===== config.mk =====
export PLATFORM = sky130hd
export DESIGN_NAME = xalu_seq
export DESIGN_NICKNAME = d
export VERILOG_FILES = /design/src/rtl/xalu_seq.sv
export SDC_FILE = /design/constraint.sdc
export NUM_CORES = 1
export LEC_CHECK = 0
export ABC_AREA = 1
export CAP_MARGIN = 20
export CORE_ASPECT_RATIO = 1.4
export CORE_MARGIN = 2
export CORE_UTILIZATION = 50
export CTS_CLUSTER_SIZE = 14
export DETAILED_ROUTE_END_ITERATION = 16
export PLACE_DENSITY_LB_ADDON = 0.3
export SLEW_MARGIN = 20
export SYNTH_ARGS = -nofsm -noshare
export SYNTH_HDL_FRONTEND = slang
export SYNTH_SLANG_ARGS = --single-unit
export TNS_END_PERCENT = 30

===== constraint.sdc =====
create_clock -name clk -period 4.49 [get_ports clk]
set_input_delay 0.898 -clock clk [delete_from_list [all_inputs] [get_ports clk]]
set_output_delay 0.898 -clock clk [all_outputs]
set_load 0.02 [all_outputs]

===== src/rtl/xalu_seq.sv =====
// ----------------------------------------------------------------------------
// xalu_seq -- registered, handshaked ALU with status flags.
//
// Captures a request on in_valid && in_ready, computes one of ADD, AND, OR,
// XOR, PASSA, PASSB, SHR, SHL, SUB (and optionally an unsigned shift-add MUL),
// and presents a registered result, high product half and flag word until the
// consumer takes it with out_ready.
//
// Optional feature macro: XALU_MUL_EN
//   defined   : op 9 is a WIDTH-cycle shift-add multiplier ({hi, result}).
//   undefined : op 9 is reserved (single cycle, result 0, illegal=1).
//
// Ports
//   clk, rst_n           clock, asynchronous active-low reset
//   a, b                 WIDTH-bit operands        (captured on acceptance)
//   op                   4-bit function code       (captured on acceptance)
//   cin                  carry / shift-fill input  (captured on acceptance)
//   com                  complement-result mode    (captured on acceptance)
//   in_valid / in_ready  request handshake; in_ready high only in IDLE
//   out_valid/out_ready  result handshake; outputs held while out_ready=0
//   result               registered result (low product half for MUL)
//   hi                   registered high product half, 0 for non-MUL ops
//   flags                {illegal, ovf, equ, ones, zero, carry}
// ----------------------------------------------------------------------------
module xalu_seq #(
  parameter int WIDTH = 8
) (
  input  logic             clk,
  input  logic             rst_n,
  input  logic [WIDTH-1:0] a,
  input  logic [WIDTH-1:0] b,
  input  logic [3:0]       op,
  input  logic             cin,
  input  logic             com,
  input  logic             in_valid,
  output logic             in_ready,
  output logic             out_valid,
  input  logic             out_ready,
  output logic [WIDTH-1:0] result,
  output logic [WIDTH-1:0] hi,
  output logic [5:0]       flags
);

  localparam logic [3:0] OP_ADD   = 4'd0;
  localparam logic [3:0] OP_AND   = 4'd1;
  localparam logic [3:0] OP_OR    = 4'd2;
  localparam logic [3:0] OP_XOR   = 4'd3;
  localparam logic [3:0] OP_PASSA = 4'd4;
  localparam logic [3:0] OP_PASSB = 4'd5;
  localparam logic [3:0] OP_SHR   = 4'd6;
  localparam logic [3:0] OP_SHL   = 4'd7;
  localparam logic [3:0] OP_SUB   = 4'd8;
`ifdef XALU_MUL_EN
  localparam logic [3:0] OP_MUL   = 4'd9;
  localparam int         CNT_W    = $clog2(WIDTH);
`endif

  typedef enum logic [1:0] {
    S_IDLE,
`ifdef XALU_MUL_EN
    S_MUL,
`endif
    S_DONE
  } state_t;

  state_t           r_state;
  logic [WIDTH-1:0] r_a, r_b;
  logic [3:0]       r_op;
  logic             r_cin, r_com;
  logic             r_out_valid;
  logic [WIDTH-1:0] r_result, r_hi;
  logic [5:0]       r_flags;

`ifdef XALU_MUL_EN
  // Running product: r_acc is the high half, r_mq starts as the multiplier
  // and fills with product bits from the top as it shifts right.
  logic [WIDTH-1:0] r_acc, r_mq;
  logic [CNT_W-1:0] r_cnt;
  logic [WIDTH:0]   w_mul_sum;

  assign w_mul_sum = {1'b0, r_acc} + (r_mq[0] ? {1'b0, r_a} : '0);
`endif

  // Shared adder: SUB reuses ADD with the B operand inverted.
  logic [WIDTH-1:0] w_addend;
  logic [WIDTH:0]   w_sum;

  assign w_addend = (r_op == OP_SUB) ? ~r_b : r_b;
  assign w_sum    = {1'b0, r_a} + {1'b0, w_addend} + {{WIDTH{1'b0}}, r_cin};

  logic [WIDTH-1:0] w_res_raw, w_res, w_hi;
  logic             w_carry, w_ovf, w_illegal;

  // NOTE: every output of this block gets a default first, so no path through
  // the case statement can leave a value unassigned and infer a latch.
  always_comb begin
    w_res_raw = '0;
    w_hi      = '0;
    w_carry   = 1'b0;
    w_ovf     = 1'b0;
    w_illegal = 1'b0;
    case (r_op)
      OP_ADD, OP_SUB: begin
        w_res_raw = w_sum[WIDTH-1:0];
        w_carry   = w_sum[WIDTH];
        w_ovf     = (r_a[WIDTH-1] == w_addend[WIDTH-1]) &&
                    (w_sum[WIDTH-1] != r_a[WIDTH-1]);
      end
      OP_AND:   w_res_raw = r_a & r_b;
      OP_OR:    w_res_raw = r_a | r_b;
      OP_XOR:   w_res_raw = r_a ^ r_b;
      OP_PASSA: w_res_raw = r_a;
      OP_PASSB: w_res_raw = r_b;
      OP_SHR: begin
        w_res_raw = {r_cin, r_a[WIDTH-1:1]};
        w_carry   = r_a[0];
      end
      OP_SHL: begin
        w_res_raw = {r_a[WIDTH-2:0], r_cin};
        w_carry   = r_a[WIDTH-1];
      end
`ifdef XALU_MUL_EN
      OP_MUL: begin
        w_res_raw = r_mq;
        w_hi      = r_acc;
        w_carry   = |r_acc;
      end
`endif
      default:  w_illegal = 1'b1;
    endcase
  end

  // Complement applies to result only; zero/ones see the complemented value.
  assign w_res = r_com ? ~w_res_raw : w_res_raw;

  // NOTE: sequential state uses non-blocking assignments so every register
  // samples pre-edge values regardless of statement order.
  always_ff @(posedge clk or negedge rst_n) begin
    if (!rst_n) begin
      r_state     <= S_IDLE;
      r_a         <= '0;
      r_b         <= '0;
      r_op        <= '0;
      r_cin       <= 1'b0;
      r_com       <= 1'b0;
      r_out_valid <= 1'b0;
      r_result    <= '0;
      r_hi        <= '0;
      r_flags     <= '0;
`ifdef XALU_MUL_EN
      r_acc       <= '0;
      r_mq        <= '0;
      r_cnt       <= '0;
`endif
    end else begin
      case (r_state)
        S_IDLE: begin
          if (in_valid) begin
            r_a     <= a;
            r_b     <= b;
            r_op    <= op;
            r_cin   <= cin;
            r_com   <= com;
            r_state <= S_DONE;
`ifdef XALU_MUL_EN
            if (op == OP_MUL) begin
              r_acc   <= '0;
              r_mq    <= b;
              r_cnt   <= CNT_W'(WIDTH - 1);
              r_state <= S_MUL;
            end
`endif
          end
        end
`ifdef XALU_MUL_EN
        S_MUL: begin
          // {acc, mq} <= {acc + (mq[0] ? a : 0), mq} >> 1
          r_acc <= w_mul_sum[WIDTH:1];
          r_mq  <= {w_mul_sum[0], r_mq[WIDTH-1:1]};
          if (r_cnt == '0) r_state <= S_DONE;
          else             r_cnt   <= r_cnt - CNT_W'(1);
        end
`endif
        S_DONE: begin
          // First DONE cycle registers the outputs; afterwards they are held
          // until the consumer accepts them.
          if (!r_out_valid) begin
            r_result    <= w_res;
            r_hi        <= w_hi;
            r_flags     <= {w_illegal, w_ovf, (r_a == r_b), &w_res, ~|w_res, w_carry};
            r_out_valid <= 1'b1;
          end else if (out_ready) begin
            r_out_valid <= 1'b0;
            r_state     <= S_IDLE;
          end
        end
        default: r_state <= S_IDLE;
      endcase
    end
  end

  assign in_ready  = (r_state == S_IDLE);
  assign out_valid = r_out_valid;
  assign result    = r_result;
  assign hi        = r_hi;
  assign flags     = r_flags;

endmodule


==> Implementation_results.wiki <==
{| class="wikitable"
! Metric !! Value
|-
| First-pass iteration count of the detailed router || 4
|-
| Routed vias || 2924
|-
| Mapped Area || 0.00301 mm²
|-
| Buffer depth of the longest clock path || 2
|-
| Data required time at the worst endpoint || 4740 ps
|-
| Synth Register Bits || 38
|-
| Total inserted antenna cells || 0
|-
| Setup TNS || 0 ps
|-
| Overall Global Routing Usage || 0.244
|-
| Post-detailed-placement half-perimeter wirelength || 6290 µm
|-
| Initial core utilization || 0.517
|-
| Net count reported at finish || 525
|-
| Capturing element type of the critical path || register
|-
| Number of hold-slack violations in the final timing report || 0
|-
| Cts bufs inserted || 5
|-
| Slowest Stage Delay on Critical Path || 440 ps
|-
| Post-synth cell types || 28
|-
| Top cell by count, worst path || sky130_fd_sc_hd__nand2_1
|-
| Count of port buffers added during placement || 41
|-
| Number of fillers in the final layout || 551
|-
| Critical Path Source Type || register
|-
| Clock Tree Root || sky130_fd_sc_hd__clkbuf_8
|-
| DR iter-0 viols || 131
|-
| Worst slew slack as a fraction of its limit || 0.398
|-
| Routed wire per std cell || 14.6 µm
|-
| Wirelength, routed || 7930 µm
|-
| Layout overhead on the synthesized area || 17.7%
|-
| CP Data Arrival Time || 3750 ps
|-
| Number of buffers inserted by hold repair at cts || 0
|-
| Max-slew violation total from the final report || 0
|-
| Worst Path Class, Setup || register to register
|-
| Total area of sequential cells || 951 µm²
|-
| Core Box Area || 0.00582 mm²
|-
| Final worst clock skew || 8.41 ps
|-
| Count of mapped cells out of synthesis || 437
|-
| Placed cell areas || 0.00341 mm²
|-
| Height of the chip || 95.8 µm
|-
| Number of antenna violations at the first check in global routing || 0
|-
| Non-filler instance count after layout || 545
|-
| RePlAce Congestion || 0.958
|-
| Post-placement setup slack || 1100 ps
|-
| Clock input transition at the sequential cells of the worst setup and hold paths || 90 ps
|-
| Die area || 0.00667 mm²
|-
| Number of global-route vias before repair || 2719
|-
| Remaining routing DRC violations || 0
|-
| Class of the tightest hold or removal check || register to register
|-
| Fmax || 0.285 GHz
|-
| Number of rows in the core area || 33
|-
| Clock sink count || 38
|-
| Share of cells above drive strength 1 || 0.0463
|-
| Number of failing setup endpoints in the final timing report || 0
|-
| Worst setup slack after layout || 987 ps
|-
| Global-route wire length before repair || 12700 µm
|-
| Area of all placed cells without fillers || 0.00354 mm²
|-
| Total of warnings raised by yosys || 0
|-
| Maximum capacitance violations || 0
|-
| Area taken by multi-input logic gates || 0.00175 mm²
|-
| Leakage dissipation || 1.84 nW
|-
| Post-detailed-route count of antenna-violating nets || 0
|-
| Highest-delay cell along the critical path || sky130_fd_sc_hd__dfrtp_1
|-
| CP top delay family || simple AND/OR/NAND/NOR gates
|-
| Global route total overflow || 0
|-
| Cell count after placement || 537
|-
| Result of the run || completed
|-
| Die boundary width || 69.6 µm
|-
| Post-synthesis average cell area || 6.89 µm²
|-
| Final Total Pwr || 0.00289 W
|-
| Num ports || 50
|-
| Final period utilization || 0.780
|-
| Clock tree from TritonCTS || done
|-
| Peak supply drop || 0.386 mV
|-
| H-tree lvl count || 2
|-
| Total power per unit cell area || 816 mW/mm²
|-
| Buffers inserted during post-CTS setup optimization || 0
|-
| Crit-path max FO || 8
|-
| Via-to-Cell Ratio || 5.37
|-
| Largest net degree at the start of global routing || 39
|-
| Skew-Pair Late Insertion Delay || 300 ps
|-
| Critical path, cell by cell || nor2_1, nand2_1, clkinv_1, nand2_2, xor2_1, fa_1, fa_1, inv_1, nand2_1, nand2_1, o21ai_0, nor2_1, nand3_1, nand2_1, nand3_1, nor2_1, nand3_1, nand2_1
|-
| Proportion of synthesized chip area in sequential cells || 0.316
|-
| Worst-Margin Slew || 902 ps
|-
| Resize count post-CTS || 0
|-
| RSZ-0062 raised after global routing || false
|-
| Final period demand of the worst path || 3500 ps
|-
| Critical path buffers and inverters || 2
|}
[cells in the final DEF (no fill, tap or decap)]
cell type / n
sky130_fd_sc_hd__nand2_2: 3
sky130_fd_sc_hd__conb_1: 8
sky130_fd_sc_hd__bufinv_16: 2
sky130_fd_sc_hd__o211ai_1: 1
sky130_fd_sc_hd__clkdlybuf4s50_1: 40
sky130_fd_sc_hd__nor2_2: 2
sky130_fd_sc_hd__ha_1: 23
sky130_fd_sc_hd__nand3b_1: 4
sky130_fd_sc_hd__inv_1: 47
sky130_fd_sc_hd__buf_2: 1
sky130_fd_sc_hd__nand4_1: 4
sky130_fd_sc_hd__buf_4: 2
sky130_fd_sc_hd__dfrtp_1: 38
sky130_fd_sc_hd__inv_2: 3
sky130_fd_sc_hd__o41ai_1: 1
sky130_fd_sc_hd__fa_1: 2
sky130_fd_sc_hd__nand2_1: 112
sky130_fd_sc_hd__nor2_4: 3
sky130_fd_sc_hd__clkinv_4: 1
sky130_fd_sc_hd__nor4_1: 2
sky130_fd_sc_hd__clkbuf_8: 5
sky130_fd_sc_hd__a21oi_1: 26
sky130_fd_sc_hd__o31ai_1: 1
sky130_fd_sc_hd__o21ai_0: 8
sky130_fd_sc_hd__a211oi_1: 1
sky130_fd_sc_hd__nor2_1: 54
sky130_fd_sc_hd__clkinv_1: 2
sky130_fd_sc_hd__nand3_1: 65
sky130_fd_sc_hd__o21a_1: 1
sky130_fd_sc_hd__a31oi_1: 4
sky130_fd_sc_hd__xor2_1: 9
[synthesized netlist by cell type, drive strengths merged]
| library cell | n | area [µm²] |
|---|---|---|
| o21a | 1 | 7.51 |
| inv | 50 | 188 |
| o21ai | 8 | 40.0 |
| nand3 | 65 | 325 |
| conb | 1 | 3.75 |
| nand4 | 4 | 25.0 |
| nor4 | 2 | 12.5 |
| xor2 | 9 | 78.8 |
| o211ai | 1 | 7.51 |
| ha | 23 | 288 |
| o41ai | 1 | 8.76 |
| o31ai | 1 | 7.51 |
| dfrtp | 38 | 951 |
| fa | 2 | 40.0 |
| a31oi | 4 | 25.0 |
| buf | 13 | 113 |
| nand3b | 4 | 30.0 |
| clkbuf | 7 | 26.3 |
| a211oi | 1 | 7.51 |
| nor2 | 59 | 249 |
| nand2 | 115 | 439 |
| clkinv | 2 | 7.51 |
| a21oi | 26 | 130 |
[worst register-to-register path, delay by kind of cell, from the launching register on]
| family | cells | cell delay [ps] |
|---|---|---|
| flops | 1 | 440 |
| simple gates | 12 | 1560 |
| xor+xnor | 1 | 200 |
| fa+ha+maj | 2 | 820 |
| buf+inv | 2 | 300 |
| compound gates | 1 | 90 |
[path summary, 6_finish.rpt]
kind | endpoint | depth (start not counted) | slack, ps | start
setup reg to reg | flags[1]$_DFFE_PN0P_ | 18 | 990 | r_op[0]$_DFFE_PN0P_
hold / removal | flags[1]$_DFFE_PN0P_ | 2 | 500 | flags[1]$_DFFE_PN0P_
setup / recovery | flags[1]$_DFFE_PN0P_ | 18 | 990 | r_op[0]$_DFFE_PN0P_
min in group asynchronous | result[5]$_DFFE_PN0P_ | 1 | 700 | rst_n
hold reg to reg | flags[1]$_DFFE_PN0P_ | 2 | 500 | flags[1]$_DFFE_PN0P_
max in group asynchronous | r_b[4]$_DFFE_PN0P_ | 1 | 3240 | rst_n
[cell families after synthesis]
group           count (synthesis)  synth area share
other cells                     1           0.00125
fa+ha+maj                      25             0.109
buf+inv                        72             0.111
flops                          38             0.316
xor+xnor                        9            0.0262
compound gates                 43            0.0777
simple gates                  249             0.359
[registers in the layout (all words and copies together), names as in the netlist]
register   cells
result         8
r_com          1
r_a            8
r_op           4
r_b            8
r_cin          1
r_state        1
out_valid      1
flags          6
[where the power goes]
part	internal (W)	total [W]	switching, W
logic	0.000662	0.00186	0.00120
registers	0.000498	0.000672	0.000174
clock network	0.000223	0.000360	0.000137
[area by class of cell]
class / count / area share
Sequential cell: 38 / 0.268
Timing Repair Buffer: 43 / 0.119
Clock buffer: 5 / 0.0194
Inverter: 52 / 0.0551
Clock inverter: 3 / 0.0194
Multi-Input combinational cell: 334 / 0.494
Tap cell: 70 / 0.0247
[layer usage]
layer	GRT usage	share of wire	wire length, µm
met1	0.271	0.41	3240
met2	0.464	0.52	4140
met3	0.0304	0.040	319
met4	0.113	0.030	238
met5	0	0	0
[through the flow]
step	hold WS, ps	util
2_1_floorplan	460	-
3_3_place_gp	465	0.585
3_5_place_dp	482	0.585
4_1_cts	501	0.609
5_1_grt	514	0.609
6_report	499	0.609
No activity file was read; power rests on OpenSTA's default activity.
